### src/rtl/l2_arbiter_if.sv
// ============================================================================
// Module      : l2_arbiter_if
// Description : Bundles the icache, dcache and L2 handshake/bus signals seen by
//               the L2 arbiter. The arbiter uses the slave view and the
//               environment uses the master view.
// Revision    : 1.0  initial release
// ============================================================================
`default_nettype none

interface l2_arbiter_if #(
    parameter int ADDR_W = 16,
    parameter int LINE_W = 128
);
    logic              icache_L2_read;
    logic [ADDR_W-1:0] icache_L2_address;
    logic [LINE_W-1:0] icache_L2_rdata;
    logic              icache_L2_resp;

    logic              dcache_L2_read;
    logic              dcache_L2_write;
    logic [ADDR_W-1:0] dcache_L2_address;
    logic [LINE_W-1:0] dcache_L2_wdata;
    logic [LINE_W-1:0] dcache_L2_rdata;
    logic              dcache_L2_resp;

    logic              L2_read;
    logic              L2_write;
    logic [ADDR_W-1:0] L2_address;
    logic [LINE_W-1:0] L2_wdata;
    logic [LINE_W-1:0] L2_rdata;
    logic              L2_resp;

    modport slave (
        input  icache_L2_read, icache_L2_address,
        input  dcache_L2_read, dcache_L2_write, dcache_L2_address, dcache_L2_wdata,
        input  L2_rdata, L2_resp,
        output icache_L2_rdata, icache_L2_resp,
        output dcache_L2_rdata, dcache_L2_resp,
        output L2_read, L2_write, L2_address, L2_wdata
    );

    modport master (
        output icache_L2_read, icache_L2_address,
        output dcache_L2_read, dcache_L2_write, dcache_L2_address, dcache_L2_wdata,
        output L2_rdata, L2_resp,
        input  icache_L2_rdata, icache_L2_resp,
        input  dcache_L2_rdata, dcache_L2_resp,
        input  L2_read, L2_write, L2_address, L2_wdata
    );
endinterface

`default_nettype wire

### src/rtl/l2_arbiter.sv
// ============================================================================
// Module      : l2_arbiter
// Description : Multiplexes the icache fill port and dcache fill/write-back port
//               onto one L2 port. Fixed dcache priority by default; defining
//               L2_ARB_ROUND_ROBIN_EN enables round-robin tie breaking.
// Revision    : 1.0  initial release
// ============================================================================
`default_nettype none

module l2_arbiter #(
    parameter int ADDR_W = 16,
    parameter int LINE_W = 128
) (
    input  wire logic    clk,
    input  wire logic    rst_n,
    l2_arbiter_if.slave  bus,
    output logic         grant_d
);

    typedef enum logic [1:0] {
        IDLE    = 2'd0,
        SERVE_I = 2'd1,
        SERVE_D = 2'd2
    } state_t;

    state_t            r_state;
    state_t            w_next_state;
    logic              r_l2_read;
    logic              r_l2_write;
    logic [ADDR_W-1:0] r_l2_address;
    logic [LINE_W-1:0] r_l2_wdata;
    logic              w_l2_read;
    logic              w_l2_write;
    logic [ADDR_W-1:0] w_l2_address;
    logic [LINE_W-1:0] w_l2_wdata;
    logic              w_req_i;
    logic              w_req_d;
    logic              w_pick_d;

    assign w_req_i = bus.icache_L2_read;
    assign w_req_d = bus.dcache_L2_read | bus.dcache_L2_write;

`ifdef L2_ARB_ROUND_ROBIN_EN
    logic r_rr_last;  // 0 = icache served last, 1 = dcache served last

    assign w_pick_d = w_req_d & (~w_req_i | ~r_rr_last);

    always_ff @(posedge clk or negedge rst_n) begin
        if (!rst_n) begin
            r_rr_last <= 1'b0;
        end else if (r_state == IDLE && w_next_state == SERVE_D) begin
            r_rr_last <= 1'b1;
        end else if (r_state == IDLE && w_next_state == SERVE_I) begin
            r_rr_last <= 1'b0;
        end
    end
`else
    assign w_pick_d = w_req_d;
`endif

    always_ff @(posedge clk or negedge rst_n) begin
        if (!rst_n) begin
            r_state      <= IDLE;
            r_l2_read    <= 1'b0;
            r_l2_write   <= 1'b0;
            r_l2_address <= '0;
            r_l2_wdata   <= '0;
        end else begin
            r_state      <= w_next_state;
            r_l2_read    <= w_l2_read;
            r_l2_write   <= w_l2_write;
            r_l2_address <= w_l2_address;
            r_l2_wdata   <= w_l2_wdata;
        end
    end

    // Requests are only sampled in IDLE, so the mandatory IDLE cycle after a
    // response keeps a still-asserted request from being re-granted.
    always_comb begin
        w_next_state = r_state;
        w_l2_read    = r_l2_read;
        w_l2_write   = r_l2_write;
        w_l2_address = r_l2_address;
        w_l2_wdata   = r_l2_wdata;
        case (r_state)
            IDLE: begin
                if (w_pick_d) begin
                    w_next_state = SERVE_D;
                    w_l2_write   = bus.dcache_L2_write;
                    w_l2_read    = bus.dcache_L2_read & ~bus.dcache_L2_write;
                    w_l2_address = bus.dcache_L2_address;
                    w_l2_wdata   = bus.dcache_L2_wdata;
                end else if (w_req_i) begin
                    w_next_state = SERVE_I;
                    w_l2_write   = 1'b0;
                    w_l2_read    = 1'b1;
                    w_l2_address = bus.icache_L2_address;
                    w_l2_wdata   = '0;
                end
            end
            SERVE_I, SERVE_D: begin
                if (bus.L2_resp) begin
                    w_next_state = IDLE;
                    w_l2_read    = 1'b0;
                    w_l2_write   = 1'b0;
                    w_l2_address = '0;
                    w_l2_wdata   = '0;
                end
            end
            default: begin
                w_next_state = IDLE;
                w_l2_read    = 1'b0;
                w_l2_write   = 1'b0;
                w_l2_address = '0;
                w_l2_wdata   = '0;
            end
        endcase
    end

    assign bus.L2_read         = r_l2_read;
    assign bus.L2_write        = r_l2_write;
    assign bus.L2_address      = r_l2_address;
    assign bus.L2_wdata        = r_l2_wdata;
    assign bus.icache_L2_resp  = (r_state == SERVE_I) & bus.L2_resp;
    assign bus.dcache_L2_resp  = (r_state == SERVE_D) & bus.L2_resp;
    assign bus.icache_L2_rdata = (r_state == SERVE_I) ? bus.L2_rdata : '0;
    assign bus.dcache_L2_rdata = (r_state == SERVE_D) ? bus.L2_rdata : '0;
    assign grant_d             = (r_state == SERVE_D);

endmodule

`default_nettype wire

### src/flat_wrapper.sv
// flat-port wrapper written by rule: the top's interface ports become plain ports
module l2_arbiter_flat 
#(
    parameter int ADDR_W = 16,
    parameter int LINE_W = 128
)
  (clk, rst_n, grant_d, bus_icache_L2_read, bus_icache_L2_address, bus_dcache_L2_read, bus_dcache_L2_write, bus_dcache_L2_address, bus_dcache_L2_wdata, bus_L2_rdata, bus_L2_resp, bus_icache_L2_rdata, bus_icache_L2_resp, bus_dcache_L2_rdata, bus_dcache_L2_resp, bus_L2_read, bus_L2_write, bus_L2_address, bus_L2_wdata);
  l2_arbiter_if #(.ADDR_W(ADDR_W), .LINE_W(LINE_W)) bus_i ();
  input  wire logic clk;
  input  wire logic rst_n;
  output logic grant_d;
  input wire logic [$bits(bus_i.icache_L2_read)-1:0] bus_icache_L2_read;
  input wire logic [$bits(bus_i.icache_L2_address)-1:0] bus_icache_L2_address;
  input wire logic [$bits(bus_i.dcache_L2_read)-1:0] bus_dcache_L2_read;
  input wire logic [$bits(bus_i.dcache_L2_write)-1:0] bus_dcache_L2_write;
  input wire logic [$bits(bus_i.dcache_L2_address)-1:0] bus_dcache_L2_address;
  input wire logic [$bits(bus_i.dcache_L2_wdata)-1:0] bus_dcache_L2_wdata;
  input wire logic [$bits(bus_i.L2_rdata)-1:0] bus_L2_rdata;
  input wire logic [$bits(bus_i.L2_resp)-1:0] bus_L2_resp;
  output wire logic [$bits(bus_i.icache_L2_rdata)-1:0] bus_icache_L2_rdata;
  output wire logic [$bits(bus_i.icache_L2_resp)-1:0] bus_icache_L2_resp;
  output wire logic [$bits(bus_i.dcache_L2_rdata)-1:0] bus_dcache_L2_rdata;
  output wire logic [$bits(bus_i.dcache_L2_resp)-1:0] bus_dcache_L2_resp;
  output wire logic [$bits(bus_i.L2_read)-1:0] bus_L2_read;
  output wire logic [$bits(bus_i.L2_write)-1:0] bus_L2_write;
  output wire logic [$bits(bus_i.L2_address)-1:0] bus_L2_address;
  output wire logic [$bits(bus_i.L2_wdata)-1:0] bus_L2_wdata;
  assign bus_i.icache_L2_read = bus_icache_L2_read;
  assign bus_i.icache_L2_address = bus_icache_L2_address;
  assign bus_i.dcache_L2_read = bus_dcache_L2_read;
  assign bus_i.dcache_L2_write = bus_dcache_L2_write;
  assign bus_i.dcache_L2_address = bus_dcache_L2_address;
  assign bus_i.dcache_L2_wdata = bus_dcache_L2_wdata;
  assign bus_i.L2_rdata = bus_L2_rdata;
  assign bus_i.L2_resp = bus_L2_resp;
  assign bus_icache_L2_rdata = bus_i.icache_L2_rdata;
  assign bus_icache_L2_resp = bus_i.icache_L2_resp;
  assign bus_dcache_L2_rdata = bus_i.dcache_L2_rdata;
  assign bus_dcache_L2_resp = bus_i.dcache_L2_resp;
  assign bus_L2_read = bus_i.L2_read;
  assign bus_L2_write = bus_i.L2_write;
  assign bus_L2_address = bus_i.L2_address;
  assign bus_L2_wdata = bus_i.L2_wdata;
  l2_arbiter #(.ADDR_W(ADDR_W), .LINE_W(LINE_W)) u_core (.clk(clk), .rst_n(rst_n), .bus(bus_i), .grant_d(grant_d));
endmodule
### config.mk
export PLATFORM = sky130hd
export DESIGN_NAME = l2_arbiter_flat
export DESIGN_NICKNAME = d
export VERILOG_FILES = /design/src/rtl/l2_arbiter_if.sv /design/src/rtl/l2_arbiter.sv /design/src/flat_wrapper.sv
export SDC_FILE = /design/constraint.sdc
export NUM_CORES = 1
export LEC_CHECK = 0
export ABC_CLOCK_PERIOD_IN_PS = 1990
export CAP_MARGIN = 20
export CORE_AREA = 2 2 268 270
export CTS_CLUSTER_DIAMETER = 40
export DETAILED_ROUTE_END_ITERATION = 6
export DIE_AREA = 0 0 270 272
export PLACE_DENSITY = 0.39
export SLEW_MARGIN = 10
export SYNTH_ARGS = -nofsm -noshare
export SYNTH_HDL_FRONTEND = slang
export SYNTH_SLANG_ARGS = --single-unit
export TNS_END_PERCENT = 50
### constraint.sdc
create_clock -name clk -period 1.99 [get_ports clk]
set_input_delay 0.2985 -clock clk [delete_from_list [all_inputs] [get_ports clk]]
set_output_delay 0.2985 -clock clk [all_outputs]
set_load 0.02 [all_outputs]
Word-level counts from Yosys, hierarchy flattened

Index checks and enable logic that the tools add are counted.

Eq/ne operators: 4
Reduce and logical (&&, ||, !) cells: 3
Mux-type cells: 21
Bitwise operators: 5

Operators by type and width:

| operator                                              | number |
|---|---|
| 2-to-1 mux 128 bit                                    | 5 |
| case mux 128 bit (2 select lines)                     | 1 |
| 2-to-1 mux 16 bit                                     | 3 |
| case mux 16 bit (2 select lines)                      | 1 |
| 2-to-1 mux 2 bit                                      | 3 |
| 2-to-1 mux 1 bit                                      | 5 |
| case mux 1 bit (2 select lines)                       | 2 |
| case mux 2 bit (2 select lines)                       | 1 |
| bitwise AND 1 bit                                     | 3 |
| inequality test 3 x 2 -> 1 bit, second input constant | 1 |
| equality test 2 x 1 -> 1 bit, second input constant   | 1 |
| equality test 2 bit, second input constant            | 1 |
| zero test 2 bit                                       | 1 |
| inequality test 2 bit, second input constant          | 1 |
| AND reduction 2 bit                                   | 1 |
| OR reduction 2 bit                                    | 1 |
| NOT 1 bit                                             | 1 |
| bitwise OR 1 bit                                      | 1 |

Word-level logic and storage cells: 38
Output and inout port bits: 405
Bits of input ports: 294
Register bits after elaboration: 148

Logic depth before layout (Yosys ltp)

Depth in word-level cells: 4
Depth in mapped cells: 8
Depth with buffers taken out: 5

Worst setup path before layout

Ideal clock, no wire load.

Path type: register to output
Start: register u_core.r_state[0]
End: output port bus_dcache_L2_rdata[100]
Stages on the path, launching flop included: 6
Data required time: 1.691 ns
Path slack: 0.186 ns
Data arrival time: 1.505 ns
Buffers on the path: 2
Cell sequence: dfrtp_1 -> inv_1 -> ha_1 -> clkbuf_1 -> clkbuf_1 -> and2_1

Longest elaborated chain between the ends: 2

RTL lines:

| what                   | RTL line           | source |
|---|---|---|
| start, declared        | l2_arbiter.sv:26   | `state_t r_state;` |
| start signal, assigned | l2_arbiter.sv:69   | `r_state <= w_next_state;` |
| equality test 2 bit    | --                 |  |
| via grant_d            | flat_wrapper.sv:11 | `output logic grant_d;` |
| 2-to-1 mux 128 bit     | l2_arbiter.sv:127  | `assign bus.dcache_L2_rdata = (r_state == SERVE_D) ? bus.L2_rdata : '0;` |
| end, declared          | flat_wrapper.sv:22 | `output wire logic [$bits(bus_i.dcache_L2_rdata)-1:0] bus_dcache_L2_rdata;` |

The timed path passes the listed nets, and every way through them passes these cells.

Worst setup path in the final report

Start: register u_core.r_state[1]
End: output port bus_dcache_L2_rdata[88]

Longest elaborated chain between the ends: 2

RTL lines:

| what                | RTL line |
|---|---|
| equality test 2 bit | l2_arbiter.sv:127 |
| 2-to-1 mux 128 bit  | l2_arbiter.sv:127 |

No other way between the ends.

==> results_dict.tcl <==
set metrics [dict create \
    rr_worst_depth 9 \
    grt_use_total_pct 16.2 \
    drt_iter0_markers 238 \
    synth-seq-cells 148 \
    grt_max_degree 47 \
    die_y_um 272 \
    grt_remaining_overflow 0 \
    worstSetupPathType "reg2out" \
    multi_input_area_um2 4440 \
    r2r-end "u_core.bus.L2_wdata[47]$_DFFE_PN0P_" \
    cts_max_path_buffers 2 \
    start_util_pct 12.0 \
    rows 98 \
    stdcell_count 2681 \
    holdCritPathClass "in2async" \
    syn_area_um2 8480 \
    io_buffers 698 \
    synth_cells 902 \
    antenna_violating_nets_post_route 0 \
    cts_root_buf "clkbuf_16" \
    fp.coreArea_um2 70800 \
    fin_total_pwr_mw 31.9 \
    r2r_slack_ps -240 \
    fin_crit_sh_pct 112 \
    first_global_vias 9901 \
    dieArea_um2 73400 \
    p_leak_nw 9.60 \
    max_cap_viol_count 0 \
    numCtsBuffers 17 \
    ioPinCount 699 \
    wl_per_cell_um 23.7 \
    critPathArrivalTime_ps 1940 \
    cp-end-kind "output port" \
    period_minus_slack_ps 2240 \
    dr.pass1.iters 4 \
    fillers 7480 \
    synth_xor_area_share_pct 0 \
    ys_seq_area_share_pct 43.7 \
    layout.nets 2013 \
    power.density_nw_per_um2 1560 \
    post-route-drc-count 0 \
    synth_top_family_by_area "simple AND/OR/NAND/NOR gates" \
    hpwl_um 49500 \
    syn-num-nets 1199 \
    syn_area_per_cell_um2 9.40 \
    hold_viol 0 \
    dpl-instance-area_um2 17600 \
    finalClockSkew_ps 12.4 \
    post-place-cells 2575 \
    worstSetupStartpointType "register" \
    clk_latency_ps 450 \
    clock-sinks 148 \
    muxShareOfSynthArea_pct 17.4 \
    setup_viol 391 \
    yosys.area_share.adder_pct 0.443 \
    status "complete, but fails checks" \
    die_w_um 270 \
    h-tree-depth 4 \
    crit_fanout 8 \
    grt_antenna_before_repair 6 \
    clk_pin_slew_ps 70 \
    setup_slack_ps -247 \
    drt-total-wl_um 63600 \
    area_growth_pct 142 \
    max_freq_ghz 0.447 \
    violations "setup timing" \
    finalInstanceArea_um2 20500 \
    grt_pass1_wl_um 82700 \
    synth_compound_area_share_pct 2.24 \
    rsz0062_at_grt "yes" \
    yosysUniqueCellTypes 20 \
    crit_required_ps 1690 \
    vias 9357 \
    slew_headroom_pct 64.4 \
    slew_viol_final 0 \
    ys_warn_count 0 \
    worst_pin_slew_ps 534 \
    place_congestion 0.880 \
    vdd_drop_max_mv 0.608 \
    yosys.area_share.simple_pct 25.1 \
    final-seq-area_um2 3700 \
    r2r-start "u_core.r_state[0]$_DFFE_PN0P_" \
    via_per_inst 3.49 \
    cts_tree "yes" \
    drive_above_1_share_pct 39.6 \
]
state kept, by name, indices dropped and copies added (netlist names):
register / cells
u_core.bus.L2_address: 16
u_core.bus.L2_read: 1
u_core.bus.L2_write: 1
u_core.r_state: 2
u_core.bus.L2_wdata: 128
what timing repair did:
item | CTS | global route
cloned | 18 | 21
pin swaps | 23 | 30
buffers inserted | 26 | 11
hold buffers | 1 | 0
endpoints found under the hold margin | 37 | 0
gates resized for setup | 971 | 276
endpoints found under the setup margin | 387 | 406
area by class of cell:
| cell class | instances | area share (%) |
|---|---|---|
| antenna | 2 | 0.0244 |
| inverter | 132 | 2.42 |
| multi-input combinational | 562 | 21.7 |
| clock inverter | 13 | 0.727 |
| sequential | 148 | 18.1 |
| timing repair buffer | 855 | 49.2 |
| tap | 950 | 5.80 |
| clock buffer | 19 | 2.11 |
how the worst max path moves through the flow:
stage / start / end / slack, ps / cells past startpoint
after floorplan: u_core.r_state[0]$_DFFE_PN0P_ / bus_dcache_L2_rdata[100] / 190 / 5
after global placement: bus_dcache_L2_read / u_core.bus.L2_address[2]$_DFFE_PN0P_ / -230 / 5
after detailed placement: bus_dcache_L2_read / u_core.bus.L2_address[15]$_DFFE_PN0P_ / -230 / 5
after CTS: u_core.r_state[1]$_DFFE_PN0P_ / bus_dcache_L2_rdata[88] / -320 / 7
after global routing: u_core.r_state[1]$_DFFE_PN0P_ / bus_icache_L2_rdata[87] / -320 / 8
final: u_core.r_state[1]$_DFFE_PN0P_ / bus_dcache_L2_rdata[88] / -250 / 7
report_power, final:
| group | total, mW | switching (mW) | internal, mW |
|---|---|---|---|
| Sequential | 5.35 | 0.862 | 4.49 |
| Clock | 3.35 | 1.48 | 1.87 |
| Combinational | 23.2 | 10.9 | 12.2 |
| Total | 31.9 | 13.3 | 18.6 |
stage by stage:
step	setup TNS (ps)	hold slack, ps	util, %	worst slack (ps)
after floorplan	0	2.91	-	186
after global placement	-15900	305	24.9	-230
after detailed placement	-15700	306	24.9	-229
after CTS	-73570	349	27.0	-317
after global routing	-83710	362	28.9	-322
final	-55560	372	28.9	-247
logic make-up (layout without fill, tap and decap cells):
family                   Yosys count  in the layout
flip-flops                       148            148
adder cells (fa/ha/maj)            3              3
multiplexers                     145            145
AND/OR/NAND/NOR                  390            390
other                              0              2
buffers and inverters            193           1019
AO/OA/AOI/OAI                     23             24
cell usage after synthesis, drive strengths merged:
master / number / area (µm²)
ha: 3 / 37.5
dfrtp: 148 / 3700
mux2i: 128 / 1280
nor3b: 1 / 12.5
inv: 132 / 495
or3b: 1 / 8.76
nand2b: 1 / 6.26
o21ai: 2 / 10.0
nand2: 128 / 480
a22o: 16 / 140
mux2: 17 / 191
nand3: 1 / 5.00
buf: 20 / 297
clkbuf: 41 / 154
and2: 258 / 1610
a21oi: 2 / 10.0
o21a: 3 / 30.0
cell usage in the layout (no fill, tap or decap), types with 19 or more instances in the layout:
| cell type | netlist | final |
|---|---|---|
| clkdlybuf4s50_1 | 0 | 438 |
| and2_4 | 0 | 207 |
| buf_6 | 5 | 182 |
| dfrtp_1 | 148 | 148 |
| inv_1 | 132 | 130 |
| nand2_1 | 128 | 128 |
| mux2i_1 | 128 | 123 |
| buf_12 | 11 | 91 |
| buf_4 | 0 | 60 |
| and2_1 | 258 | 51 |
| clkbuf_16 | 0 | 35 |
| buf_2 | 4 | 31 |
| buf_16 | 0 | 19 |
worst max-delay path, cell delays in order, from the launching register on:
cell     delay [ps]
dfrtp_1         400
buf_6           130
ha_4            200
buf_12          160
buf_16          150
buf_8           130
and2_4          160
buf_12          130
metal layers:
layer  share of wire [%]  wire [µm]  track usage, %
met1                  36      22900            16.3
met2                  55      34700            31.4
met3                 5.9       3760            4.65
met4                 3.4       2160            5.92
met5               0.097         62               0
(Power assumes the default switching activity.)
